--- src/rtl/dshot_pkg.sv ---
// Shared DShot definitions: frame geometry, 16 MHz timing constants, frame CRC.
// Latency: n/a (constants and a pure function).
// Backpressure: n/a.
package dshot_pkg;

   localparam int DSHOT_FRAME_BITS    = 16;
   localparam int DSHOT_THROTTLE_BITS = 11;

   // DShot150 at 16 MHz (6.67 us bit, 5.0 us / 2.5 us high times)
   localparam int DSHOT150_BIT_CYCLES = 107;
   localparam int DSHOT150_T1H_CYCLES = 80;
   localparam int DSHOT150_T0H_CYCLES = 40;

   // DShot300 at 16 MHz (3.33 us bit, 2.5 us / 1.25 us high times)
   localparam int DSHOT300_BIT_CYCLES = 53;
   localparam int DSHOT300_T1H_CYCLES = 40;
   localparam int DSHOT300_T0H_CYCLES = 20;

   // Minimum inter-frame low time (20 us at 16 MHz)
   localparam int DSHOT_GAP_CYCLES = 320;

   typedef enum logic [1:0] {
      ST_IDLE,
      ST_LOAD,
      ST_BIT,
      ST_GAP
   } dshot_state_t;

   // XOR of the three nibbles of {throttle, telemetry}
   function automatic logic [3:0] dshot_crc(input logic [11:0] v);
      return v[3:0] ^ v[7:4] ^ v[11:8];
   endfunction

endpackage

--- src/rtl/dshot_bit_cell.sv ---
// Generates one pulse-width-coded DShot bit per go strobe; pulses bit_end on its last cycle.
// Latency: pin is registered, so it rises one cycle after the first counting cycle.
// Backpressure: none; go may be re-issued on the bit_end cycle for gapless bits.
module dshot_bit_cell #(
   parameter int BIT_CYCLES = 107,
   parameter int T1H_CYCLES = 80,
   parameter int T0H_CYCLES = 40
) (
   input  logic clk,
   input  logic rst,
   input  logic go,
   input  logic bit_val,
   output logic pin,
   output logic bit_end
);

   localparam int            CW   = (BIT_CYCLES > 1) ? $clog2(BIT_CYCLES) : 1;
   localparam logic [CW-1:0] LAST = CW'(BIT_CYCLES - 1);
   localparam logic [CW-1:0] T1H  = CW'(T1H_CYCLES);
   localparam logic [CW-1:0] T0H  = CW'(T0H_CYCLES);

   logic          active;
   logic [CW-1:0] cyc;
   logic [CW-1:0] high_len;

   assign high_len = bit_val ? T1H : T0H;
   assign bit_end  = active && (cyc == LAST);

   // Bit period counter: go (re)starts a period which runs 0..LAST and then stops
   always_ff @(posedge clk) begin
      if (rst) begin
         active <= 1'b0;
         cyc    <= '0;
      end else if (go) begin
         active <= 1'b1;
         cyc    <= '0;
      end else if (bit_end) begin
         active <= 1'b0;
         cyc    <= '0;
      end else if (active) begin
         cyc    <= cyc + CW'(1);
      end
   end

   // Registered pin: high during the first high_len cycles of each active period
   always_ff @(posedge clk) begin
      if (rst) pin <= 1'b0;
      else     pin <= active && (cyc < high_len);
   end

endmodule

--- src/rtl/dshot_tx.sv ---
// DShot transmitter: latches throttle/telemetry, appends CRC, serialises 16 bits MSB-first.
// Latency: accept at edge N, first pin rise at N+2, frame_done GAP_CYCLES after the last bit.
// Backpressure: ready low from acceptance until the gap completes; start while busy is dropped.
module dshot_tx
   import dshot_pkg::*;
#(
   parameter int BIT_CYCLES = DSHOT150_BIT_CYCLES,
   parameter int T1H_CYCLES = DSHOT150_T1H_CYCLES,
   parameter int T0H_CYCLES = DSHOT150_T0H_CYCLES,
   parameter int GAP_CYCLES = DSHOT_GAP_CYCLES
) (
   input  logic                           clk,
   input  logic                           rst,
   input  logic                           start,
   input  logic [DSHOT_THROTTLE_BITS-1:0] throttle,
   input  logic                           telemetry,
   output logic                           ready,
   output logic                           busy,
   output logic                           frame_done,
   output logic                           dshotPin
);

   localparam int            FB       = DSHOT_FRAME_BITS;
   localparam int            IW       = $clog2(FB);
   localparam int            GW       = (GAP_CYCLES > 1) ? $clog2(GAP_CYCLES) : 1;
   localparam logic [GW-1:0] GAP_LAST = GW'(GAP_CYCLES - 1);

   if (!(T0H_CYCLES > 0 && T0H_CYCLES < T1H_CYCLES &&
         T1H_CYCLES < BIT_CYCLES && GAP_CYCLES >= 1)) begin : g_bad_params
      $error("dshot_tx: timing parameters out of range");
   end

   dshot_state_t                   state, state_n;
   logic [DSHOT_THROTTLE_BITS-1:0] thr_q;
   logic                           tel_q;
   logic [FB-1:0]                  shreg;
   logic [IW-1:0]                  bit_idx;
   logic [GW-1:0]                  gap_cnt;
   logic                           gap_last;
   logic                           go;
   logic                           bit_end;

   assign gap_last = (gap_cnt == GAP_LAST);
   assign ready    = (state == ST_IDLE);
   assign busy     = ~ready;

   dshot_bit_cell #(
      .BIT_CYCLES (BIT_CYCLES),
      .T1H_CYCLES (T1H_CYCLES),
      .T0H_CYCLES (T0H_CYCLES)
   ) u_bit_cell (
      .clk     (clk),
      .rst     (rst),
      .go      (go),
      .bit_val (shreg[FB-1]),
      .pin     (dshotPin),
      .bit_end (bit_end)
   );

   // State register
   always_ff @(posedge clk) begin
      if (rst) state <= ST_IDLE;
      else     state <= state_n;
   end

   // Next state and per-bit go strobe (first bit from LOAD, later bits on bit_end)
   always_comb begin
      state_n = state;
      go      = 1'b0;
      case (state)
         ST_IDLE: if (start) state_n = ST_LOAD;
         ST_LOAD: begin
            go      = 1'b1;
            state_n = ST_BIT;
         end
         ST_BIT: begin
            if (bit_end) begin
               if (bit_idx == '0) state_n = ST_GAP;
               else               go      = 1'b1;
            end
         end
         ST_GAP: if (gap_last) state_n = ST_IDLE;
         default: state_n = ST_IDLE;
      endcase
   end

   // Input latch, frame shift register, bit index, gap counter and done pulse
   always_ff @(posedge clk) begin
      if (rst) begin
         thr_q      <= '0;
         tel_q      <= 1'b0;
         shreg      <= '0;
         bit_idx    <= '0;
         gap_cnt    <= '0;
         frame_done <= 1'b0;
      end else begin
         frame_done <= 1'b0;
         case (state)
            ST_IDLE: begin
               if (start) begin
                  thr_q <= throttle;
                  tel_q <= telemetry;
               end
            end
            ST_LOAD: begin
               shreg   <= {thr_q, tel_q, dshot_crc({thr_q, tel_q})};
               bit_idx <= IW'(FB - 1);
               gap_cnt <= '0;
            end
            ST_BIT: begin
               if (bit_end) begin
                  shreg <= {shreg[FB-2:0], 1'b0};
                  if (bit_idx != '0) bit_idx <= bit_idx - IW'(1);
               end
            end
            ST_GAP: begin
               if (gap_last) begin
                  gap_cnt    <= '0;
                  frame_done <= 1'b1;
               end else begin
                  gap_cnt    <= gap_cnt + GW'(1);
               end
            end
            default: ;
         endcase
      end
   end

endmodule

--- config.mk ---
export PLATFORM = sky130hd
export DESIGN_NAME = dshot_tx
export DESIGN_NICKNAME = d
export VERILOG_FILES = /design/src/rtl/dshot_pkg.sv /design/src/rtl/dshot_bit_cell.sv /design/src/rtl/dshot_tx.sv
export SDC_FILE = /design/constraint.sdc
export NUM_CORES = 1
export LEC_CHECK = 0
export ABC_AREA = 1
export CAP_MARGIN = 20
export CORE_ASPECT_RATIO = 0.5
export CORE_MARGIN = 4
export CORE_UTILIZATION = 25
export CTS_BUF_LIST = sky130_fd_sc_hd__clkbuf_4 sky130_fd_sc_hd__clkbuf_8
export DETAILED_ROUTE_END_ITERATION = 7
export PLACE_DENSITY = 0.51
export SLEW_MARGIN = 25
export SYNTH_ARGS = -nofsm -noshare
export SYNTH_HDL_FRONTEND = slang
export SYNTH_SLANG_ARGS = --single-unit
--- constraint.sdc ---
create_clock -name clk -period 5.35 [get_ports clk]
set_clock_uncertainty 0.2 [all_clocks]
set_input_delay 1.3375 -clock clk [delete_from_list [all_inputs] [get_ports clk]]
set_output_delay 1.3375 -clock clk [all_outputs]
set_load 0.05 [all_outputs]
==> results of run 1 <==
per-stage QoR:
step | total power, µW | hold slack (ns) | cells | setup slack [ns]
5_1_grt | 1490 | 0.295 | 531 | 1.52
4_1_cts | 1380 | 0.270 | 531 | 1.86
2_1_floorplan | 1010 | 0.239 | 379 | 2.55
6_report | 1360 | 0.269 | 531 | 1.79
3_5_place_dp | 1120 | 0.253 | 523 | 1.70
3_3_place_gp | 1120 | 0.252 | 523 | 1.70
sequential cells by signal, indices dropped and copies added (netlist names):
name and flops:
state 2, gap_cnt 9, u_bit_cell.active 1, thr_q 11
shreg 16, u_bit_cell.cyc 7, u_bit_cell.pin 1, bit_idx 4
frame_done 1, tel_q 1
kinds of logic after synthesis:
| family | count (synthesis) |
|---|---|
| AOI/OAI and AO/OA | 82 |
| xor gates and xnor gates | 6 |
| adders and majority gates | 11 |
| buffers and inverters | 64 |
| DFF | 53 |
| and+or+nand+nor | 163 |
metal layers:
metal	routed length [µm]	vias to the layer above	global-route usage	part of all wire
li1	-	1239	-	-
met1	3040	1017	0.127	0.53
met2	2320	25	0.154	0.41
met3	243	9	0.0277	0.043
met4	95	0	0.0326	0.017
met5	0	-	0	0
power groups by stage:
stage | Combinational, µW | Sequential (µW) | Clock, µW
final | 564 | 543 | 254
after global routing | 651 | 556 | 281
after floorplan | 470 | 539 | 0
after detailed placement | 567 | 552 | 0
after CTS | 570 | 543 | 265
after global placement | 567 | 551 | 0
cell usage in the layout (no fill, tap or decap), types with 2 or more instances in the layout:
| master | count |
|---|---|
| sky130_fd_sc_hd__dfxtp_1 | 53 |
| sky130_fd_sc_hd__or2_2 | 2 |
| sky130_fd_sc_hd__nor2_1 | 49 |
| sky130_fd_sc_hd__clkbuf_8 | 5 |
| sky130_fd_sc_hd__nand2_2 | 4 |
| sky130_fd_sc_hd__xor2_1 | 3 |
| sky130_fd_sc_hd__clkdlybuf4s50_1 | 18 |
| sky130_fd_sc_hd__ha_1 | 11 |
| sky130_fd_sc_hd__nor3_1 | 4 |
| sky130_fd_sc_hd__nand3_1 | 20 |
| sky130_fd_sc_hd__xnor2_1 | 3 |
| sky130_fd_sc_hd__nand2_1 | 70 |
| sky130_fd_sc_hd__nor2_2 | 2 |
| sky130_fd_sc_hd__nand4_1 | 7 |
| sky130_fd_sc_hd__nand3_2 | 2 |
| sky130_fd_sc_hd__o21ai_1 | 5 |
| sky130_fd_sc_hd__inv_2 | 3 |
| sky130_fd_sc_hd__a21oi_1 | 28 |
| sky130_fd_sc_hd__inv_1 | 45 |
| sky130_fd_sc_hd__o21ai_0 | 44 |
cell usage after synthesis, drive strengths merged:
master / instances / area [µm²]
a21oi: 28 / 140
a221oi: 1 / 8.76
a22oi: 1 / 7.51
and2: 1 / 6.26
buf: 11 / 80.1
clkbuf: 4 / 15.0
dfxtp: 53 / 1060
ha: 11 / 138
inv: 49 / 184
nand2: 75 / 299
nand3: 22 / 120
nand4: 7 / 43.8
nor2: 51 / 196
nor3: 4 / 20.0
nor4: 1 / 6.26
o211ai: 1 / 7.51
o21a: 1 / 7.51
o21ai: 49 / 245
o22ai: 1 / 6.26
or2: 2 / 12.5
xnor2: 3 / 26.3
xor2: 3 / 26.3
cell type report:
| class | count | area [µm²] | share of cell area |
|---|---|---|---|
| Tap cell | 140 | 175 | 0.0579 |
| Sequential cell | 53 | 1060 | 0.351 |
| Timing Repair Buffer | 19 | 188 | 0.0621 |
| Clock inverter | 3 | 28.8 | 0.00952 |
| Multi-Input combinational cell | 262 | 1320 | 0.436 |
| Clock buffer | 5 | 68.8 | 0.0228 |
| Inverter | 49 | 184 | 0.0608 |
worst min path at each step:
stage / slack [ns] / to
floorplan: 0.24 / thr_q[0]
global placement: 0.25 / thr_q[2]
detailed placement: 0.25 / thr_q[2]
CTS: 0.27 / thr_q[2]
global route: 0.29 / thr_q[2]
finish: 0.27 / thr_q[2]
worst max-delay path: cells and delay by family:
kind                   cells  cell delay (ns)
buffers and inverters      3             1.68
AND/OR/NAND/NOR            3             0.55
==> impl_metrics.prom, run 1 <==
# TYPE chip_impl_metric gauge
chip_impl_info{name="outcome",value="complete, no violations"} 1
chip_impl_metric{name="post_synth_instance_area",unit="mm²"} 0.00266
chip_impl_metric{name="layout.filler_cells",unit=""} 1169
chip_impl_metric{name="die_width",unit="µm"} 154
chip_impl_metric{name="worstRegToRegCells",unit=""} 9
chip_impl_info{name="cts_tree",value="yes"} 1
chip_impl_metric{name="coreArea",unit="mm²"} 0.0103
chip_impl_info{name="worstSetupStartpoint",value="rst"} 1
chip_impl_metric{name="clk_path_buf_depth",unit=""} 2
chip_impl_info{name="timing.critical_path.slowest_stage_cell",value="sky130_fd_sc_hd__clkinv_1"} 1
chip_impl_metric{name="final-setup-viol-count",unit=""} 0
chip_impl_metric{name="synthMuxAreaShare",unit=""} 0
chip_impl_metric{name="drt-vias-per-instance",unit=""} 4.31
chip_impl_metric{name="placed_cell_area",unit="mm²"} 0.00293
chip_impl_metric{name="layout_min_cycle_time",unit="ns"} 3.56
chip_impl_metric{name="die_h",unit="µm"} 80.9
chip_impl_metric{name="worst_skew_pair.late_latency",unit="ns"} 0.33
chip_impl_metric{name="synth_area_per_cell",unit="µm²"} 7.01
chip_impl_metric{name="initial_core_util",unit=""} 0.259
chip_impl_metric{name="cts_buffers",unit=""} 5
chip_impl_metric{name="power_leakage",unit="µW"} 0.00123
chip_impl_metric{name="final_hpwl_dp",unit="µm"} 3930
chip_impl_metric{name="power.clock.fraction",unit=""} 0.187
chip_impl_info{name="holdCritPathClass",value="reg -> reg"} 1
chip_impl_metric{name="clkTransAtPathRegs",unit="ns"} 0.11
chip_impl_info{name="cts-root-buf",value="sky130_fd_sc_hd__clkbuf_8"} 1
chip_impl_metric{name="detail_route.drc_violations",unit=""} 0
chip_impl_info{name="synth_top_family_by_area",value="simple AND/OR/NAND/NOR gates"} 1
chip_impl_metric{name="timing.final.crit_share",unit=""} 0.665
chip_impl_metric{name="grt_pass1_wl",unit="µm"} 9860
chip_impl_metric{name="post_synth_inst_count",unit=""} 379
chip_impl_metric{name="clock_tree.htree_level_count",unit=""} 2
chip_impl_metric{name="wl_per_cell",unit="µm"} 10.7
chip_impl_metric{name="initial_antenna_violation_count",unit=""} 0
chip_impl_info{name="cp-endpoint",value="u_bit_cell.cyc[4]"} 1
chip_impl_metric{name="p_sw_frac",unit=""} 0.431
chip_impl_metric{name="seq_area_frac_synth",unit=""} 0.399
chip_impl_info{name="regToRegStartpoint",value="state[0]"} 1
chip_impl_metric{name="nNetsFinal",unit=""} 416
chip_impl_metric{name="final_layout_size_suffix_gt1_frac",unit=""} 0.0588
chip_impl_metric{name="cp_max_fo",unit=""} 36
chip_impl_metric{name="postCtsSetupBuffers",unit=""} 0
chip_impl_metric{name="worst_slew_margin_rel",unit=""} 0.384
chip_impl_info{name="path_cells",value="clkdlybuf4s50_1, clkinv_1, nand2_1, inv_1, nand2_1, nor2_1"} 1
chip_impl_metric{name="power_report.internal_total",unit="µW"} 774
chip_impl_metric{name="route.final.wire_length",unit="µm"} 5700
chip_impl_metric{name="globalRoute.totalOverflow",unit=""} 0
chip_impl_info{name="setup_crit_start_kind",value="input port"} 1
chip_impl_metric{name="grt_pass1_vias",unit=""} 2148
chip_impl_metric{name="hold_violations",unit=""} 0
chip_impl_metric{name="ir_drop_worst_vdd",unit="V"} 0.000132
chip_impl_info{name="timing_worst_setup_path_type",value="in -> reg"} 1
chip_impl_metric{name="synth-compound-area-share",unit=""} 0.159
chip_impl_metric{name="antenna_violating_nets_post_route",unit=""} 0
chip_impl_metric{name="ioPinCount",unit=""} 19
chip_impl_metric{name="tightest_slew",unit="ns"} 0.919
chip_impl_metric{name="pwr-share-seq",unit=""} 0.399
chip_impl_metric{name="cts_hold_repair.buffers",unit=""} 0
chip_impl_metric{name="fmax",unit="GHz"} 0.281
chip_impl_metric{name="required",unit="ns"} 5.37
chip_impl_metric{name="synth_nets",unit=""} 405
chip_impl_metric{name="vias",unit=""} 2290
chip_impl_metric{name="drt_iter0_drc",unit=""} 131
chip_impl_metric{name="postSynthRegisterBits",unit=""} 53
chip_impl_metric{name="slowest_delay",unit="ns"} 0.86
chip_impl_metric{name="yosysUniqueCellTypes",unit=""} 31
chip_impl_info{name="end_kind",value="register"} 1
chip_impl_metric{name="io_buffers",unit=""} 18
chip_impl_metric{name="areaGrowthSynthToFinish",unit="%"} 13.7
chip_impl_metric{name="share_comb_of_total_power",unit=""} 0.414
chip_impl_metric{name="yosys.area_share.simple",unit=""} 0.265
chip_impl_metric{name="cap_violations",unit=""} 0
chip_impl_metric{name="fin_util",unit=""} 0.294
chip_impl_metric{name="floorplan.rows",unit=""} 26
chip_impl_metric{name="antenna_cells",unit=""} 0
chip_impl_info{name="worstHoldStart",value="thr_q[2]"} 1
chip_impl_metric{name="grt_start_max_net_pins",unit=""} 37
chip_impl_metric{name="minimum_setup_slack_among_reg_to_reg_paths",unit="ns"} 3.14
chip_impl_metric{name="worst_ep_arrival_time",unit="ns"} 3.58
chip_impl_metric{name="yosys.area_share.adder",unit=""} 0.0518
chip_impl_metric{name="cellPowerDensity",unit="mW/mm²"} 450
chip_impl_metric{name="cts_num_sinks",unit=""} 53
chip_impl_info{name="regToRegEndpoint",value="shreg[10]"} 1
chip_impl_metric{name="synth_warn",unit=""} 0
chip_impl_metric{name="final_area",unit="mm²"} 0.00302
chip_impl_metric{name="tns",unit="ns"} 0
chip_impl_info{name="rsz_0062_raised_after_global_routing",value="no"} 1
chip_impl_metric{name="die_area",unit="mm²"} 0.0124
chip_impl_metric{name="slew_violations",unit=""} 0
chip_impl_metric{name="number_of_instances_resized_during_post_cts_repair",unit=""} 0
chip_impl_metric{name="routabilityCongestion",unit=""} 0.843
chip_impl_info{name="critical-path-top-cell-by-count",value="sky130_fd_sc_hd__nand2_1"} 1
chip_impl_metric{name="detail_route.first_pass.iterations",unit=""} 4
chip_impl_metric{name="worst_hold_path.num_cells",unit=""} 2
chip_impl_metric{name="grt_use_total",unit=""} 0.0968
chip_impl_metric{name="synth_xor_xnor_area_share",unit=""} 0.0198
chip_impl_metric{name="total_switching_power",unit="µW"} 586
Note: power is estimated with default switching activity, not from simulation.
==> run 2, diff against run 1 <==
- clock period: 5.35 -> 3.4 ns (I/O delays scaled with it)
==> impl_metrics.prom, run 2 (synthesis results as in run 1) <==
# TYPE chip_impl_metric gauge
chip_impl_info{name="cts_tree",value="yes"} 1
chip_impl_metric{name="nNetsFinal",unit=""} 418
chip_impl_metric{name="cellPowerDensity",unit="mW/mm²"} 698
chip_impl_metric{name="worst_skew_pair.late_latency",unit="ns"} 0.31
chip_impl_metric{name="coreArea",unit="mm²"} 0.0103
chip_impl_metric{name="ioPinCount",unit=""} 19
chip_impl_metric{name="cts_buffers",unit=""} 5
chip_impl_metric{name="detail_route.first_pass.iterations",unit=""} 5
chip_impl_metric{name="critPathBufInv",unit=""} 3
chip_impl_metric{name="areaGrowthSynthToFinish",unit="%"} 14.0
chip_impl_metric{name="antenna_cells",unit=""} 0
chip_impl_info{name="timing_worst_setup_path_type",value="reg -> out"} 1
chip_impl_metric{name="clk_path_buf_depth",unit=""} 2
chip_impl_metric{name="fin_total_pwr",unit="µW"} 2110
chip_impl_info{name="rsz_0062_raised_after_global_routing",value="no"} 1
chip_impl_metric{name="antenna_violating_nets_post_route",unit=""} 0
chip_impl_metric{name="clkTransAtPathRegs",unit="ns"} 0.10
chip_impl_metric{name="final_layout_size_suffix_gt1_frac",unit=""} 0.0636
chip_impl_metric{name="worst_hold_slack",unit="ns"} 0.271
chip_impl_metric{name="drt-vias-per-instance",unit=""} 4.29
chip_impl_info{name="worstSetupStartpoint",value="state[0]"} 1
chip_impl_metric{name="detail_route.drc_violations",unit=""} 0
chip_impl_metric{name="grt_pass1_vias",unit=""} 2103
chip_impl_info{name="end_kind",value="output pin"} 1
chip_impl_info{name="reg_top3",value="shreg (16), thr_q (11), gap_cnt (9)"} 1
chip_impl_info{name="critPathTopFamily",value="buffers and inverters"} 1
chip_impl_info{name="setup_crit_start_kind",value="register"} 1
chip_impl_metric{name="cap_violations",unit=""} 0
chip_impl_metric{name="grt_start_max_net_pins",unit=""} 34
chip_impl_metric{name="drt_iter0_drc",unit=""} 114
chip_impl_metric{name="floorplan.rows",unit=""} 26
chip_impl_metric{name="vias",unit=""} 2286
chip_impl_metric{name="minimum_setup_slack_among_reg_to_reg_paths",unit="ns"} 1.48
chip_impl_info{name="outcome",value="complete, no violations"} 1
chip_impl_metric{name="tightest_slew",unit="ns"} 0.734
chip_impl_metric{name="required",unit="ns"} 2.35
chip_impl_metric{name="slowest_delay",unit="ns"} 0.80
chip_impl_metric{name="initial_antenna_violation_count",unit=""} 0
chip_impl_info{name="holdCritPathClass",value="reg -> reg"} 1
chip_impl_metric{name="number_of_instances_resized_during_post_cts_repair",unit=""} 0
chip_impl_info{name="most_used_cells_in_the_layout_excluding_fill_and_tap_cells",value="sky130_fd_sc_hd__nand2_1 (70), sky130_fd_sc_hd__dfxtp_1 (53), sky130_fd_sc_hd__nor2_1 (49), sky130_fd_sc_hd__inv_1 (46), sky130_fd_sc_hd__o21ai_0 (44)"} 1
chip_impl_metric{name="clock_tree.htree_level_count",unit=""} 2
chip_impl_metric{name="grt_pass1_wl",unit="µm"} 9780
chip_impl_metric{name="die_width",unit="µm"} 154
chip_impl_metric{name="cts_hold_repair.buffers",unit=""} 0
chip_impl_metric{name="layout_min_cycle_time",unit="ns"} 2.93
chip_impl_metric{name="tns",unit="ns"} 0
chip_impl_metric{name="cts_num_sinks",unit=""} 53
chip_impl_metric{name="globalRoute.totalOverflow",unit=""} 0
chip_impl_info{name="largest-register",value="shreg"} 1
chip_impl_info{name="regToRegStartpoint",value="state[0]"} 1
chip_impl_metric{name="cp_max_fo",unit=""} 3
chip_impl_metric{name="wl_per_cell",unit="µm"} 10.5
chip_impl_metric{name="worst_slew_margin_rel",unit=""} 0.510
chip_impl_metric{name="largest_register_ff_count",unit=""} 16
chip_impl_metric{name="initial_core_util",unit=""} 0.259
chip_impl_metric{name="postCtsSetupBuffers",unit=""} 0
chip_impl_info{name="path_cells",value="inv_1, ha_1, inv_1, clkdlybuf4s50_1"} 1
chip_impl_metric{name="grt_use_total",unit=""} 0.0965
chip_impl_info{name="cts-root-buf",value="sky130_fd_sc_hd__clkbuf_8"} 1
chip_impl_metric{name="final_hpwl_dp",unit="µm"} 3950
chip_impl_metric{name="ir_drop_worst_vdd",unit="V"} 0.000205
chip_impl_metric{name="worst_ep_arrival_time",unit="ns"} 1.88
chip_impl_info{name="critical-path-top-cell-by-count",value="sky130_fd_sc_hd__inv_1"} 1
chip_impl_metric{name="hold_violations",unit=""} 0
chip_impl_metric{name="route.final.wire_length",unit="µm"} 5600
chip_impl_metric{name="io_buffers",unit=""} 18
chip_impl_info{name="worstHoldStart",value="bit_idx[2]"} 1
chip_impl_info{name="timing.critical_path.slowest_stage_cell",value="sky130_fd_sc_hd__clkdlybuf4s50_1"} 1
chip_impl_metric{name="die_area",unit="mm²"} 0.0124
chip_impl_metric{name="routabilityCongestion",unit=""} 0.784
chip_impl_metric{name="timing.final.crit_share",unit=""} 0.863
chip_impl_metric{name="fmax",unit="GHz"} 0.341
chip_impl_info{name="layout_commonest_cell",value="sky130_fd_sc_hd__nand2_1"} 1
chip_impl_metric{name="power_leakage",unit="µW"} 0.00123
chip_impl_metric{name="final-setup-viol-count",unit=""} 0
chip_impl_metric{name="die_h",unit="µm"} 80.9
chip_impl_metric{name="slew_violations",unit=""} 0
run 2: cell count changes in the layout (fill, tap and decap cells not counted), sizes merged:
cell / before / now
clkinvlp: 0 / 1
buf: 1 / 3
clkinv: 2 / 1
run 2: worst reg2reg max path, delay by kind of cell (launching register included):
family                   cells  cell delay, ns
adder cells (fa/ha/maj)      1            0.21
buffers and inverters        3            0.48
flip-flops                   1            0.37
AND/OR/NAND/NOR              4            0.55
run 2: area by class of cell:
class,count,area (µm²)
Multi-Input combinational cell,262,1320
Timing Repair Buffer,21,203
Clock inverter,3,21.3
Sequential cell,53,1060
Fill cell,1166,7250
Tap cell,140,175
Clock buffer,5,68.8
Inverter,49,184
run 2: worst paths after layout:
| check | endpoint | depth (start not counted) |
|---|---|---|
| worst min-delay path | bit_idx[2] | 2 |
| worst min register to register | bit_idx[2] | 2 |
| worst max-delay path | busy | 4 |
| worst max register to register | shreg[14] | 8 |
run 2: stage by stage:
stage / instance area (µm²) / setup WS [ns] / instances / util
floorplan: 2660 / 1.09 / 379 / -
global placement: 2940 / 0.834 / 525 / 0.286
detailed placement: 2940 / 0.806 / 525 / 0.286
CTS: 3030 / 0.447 / 533 / 0.295
global route: 3030 / 0.362 / 533 / 0.295
finish: 3030 / 0.467 / 533 / 0.295
run 2: power breakdown:
group          switching [µW]  internal (µW)  total, µW
logic                     594            299        892
registers                82.4            769        851
clock network             224            147        371
total                     900           1210       2110
run 2: metal layers:
metal	GRT usage	vias up	part of all wire
li1	-	1243	-
met1	0.129	1014	0.54
met2	0.152	25	0.41
met3	0.0271	4	0.034
met4	0.0308	0	0.010
met5	0	-	0
==> run 3, diff against run 2 <==
- GPL_ROUTABILITY_DRIVEN: default -> 0
==> results of run 3 <==
Final layout, timing and power as in run 2 (identical DEF).
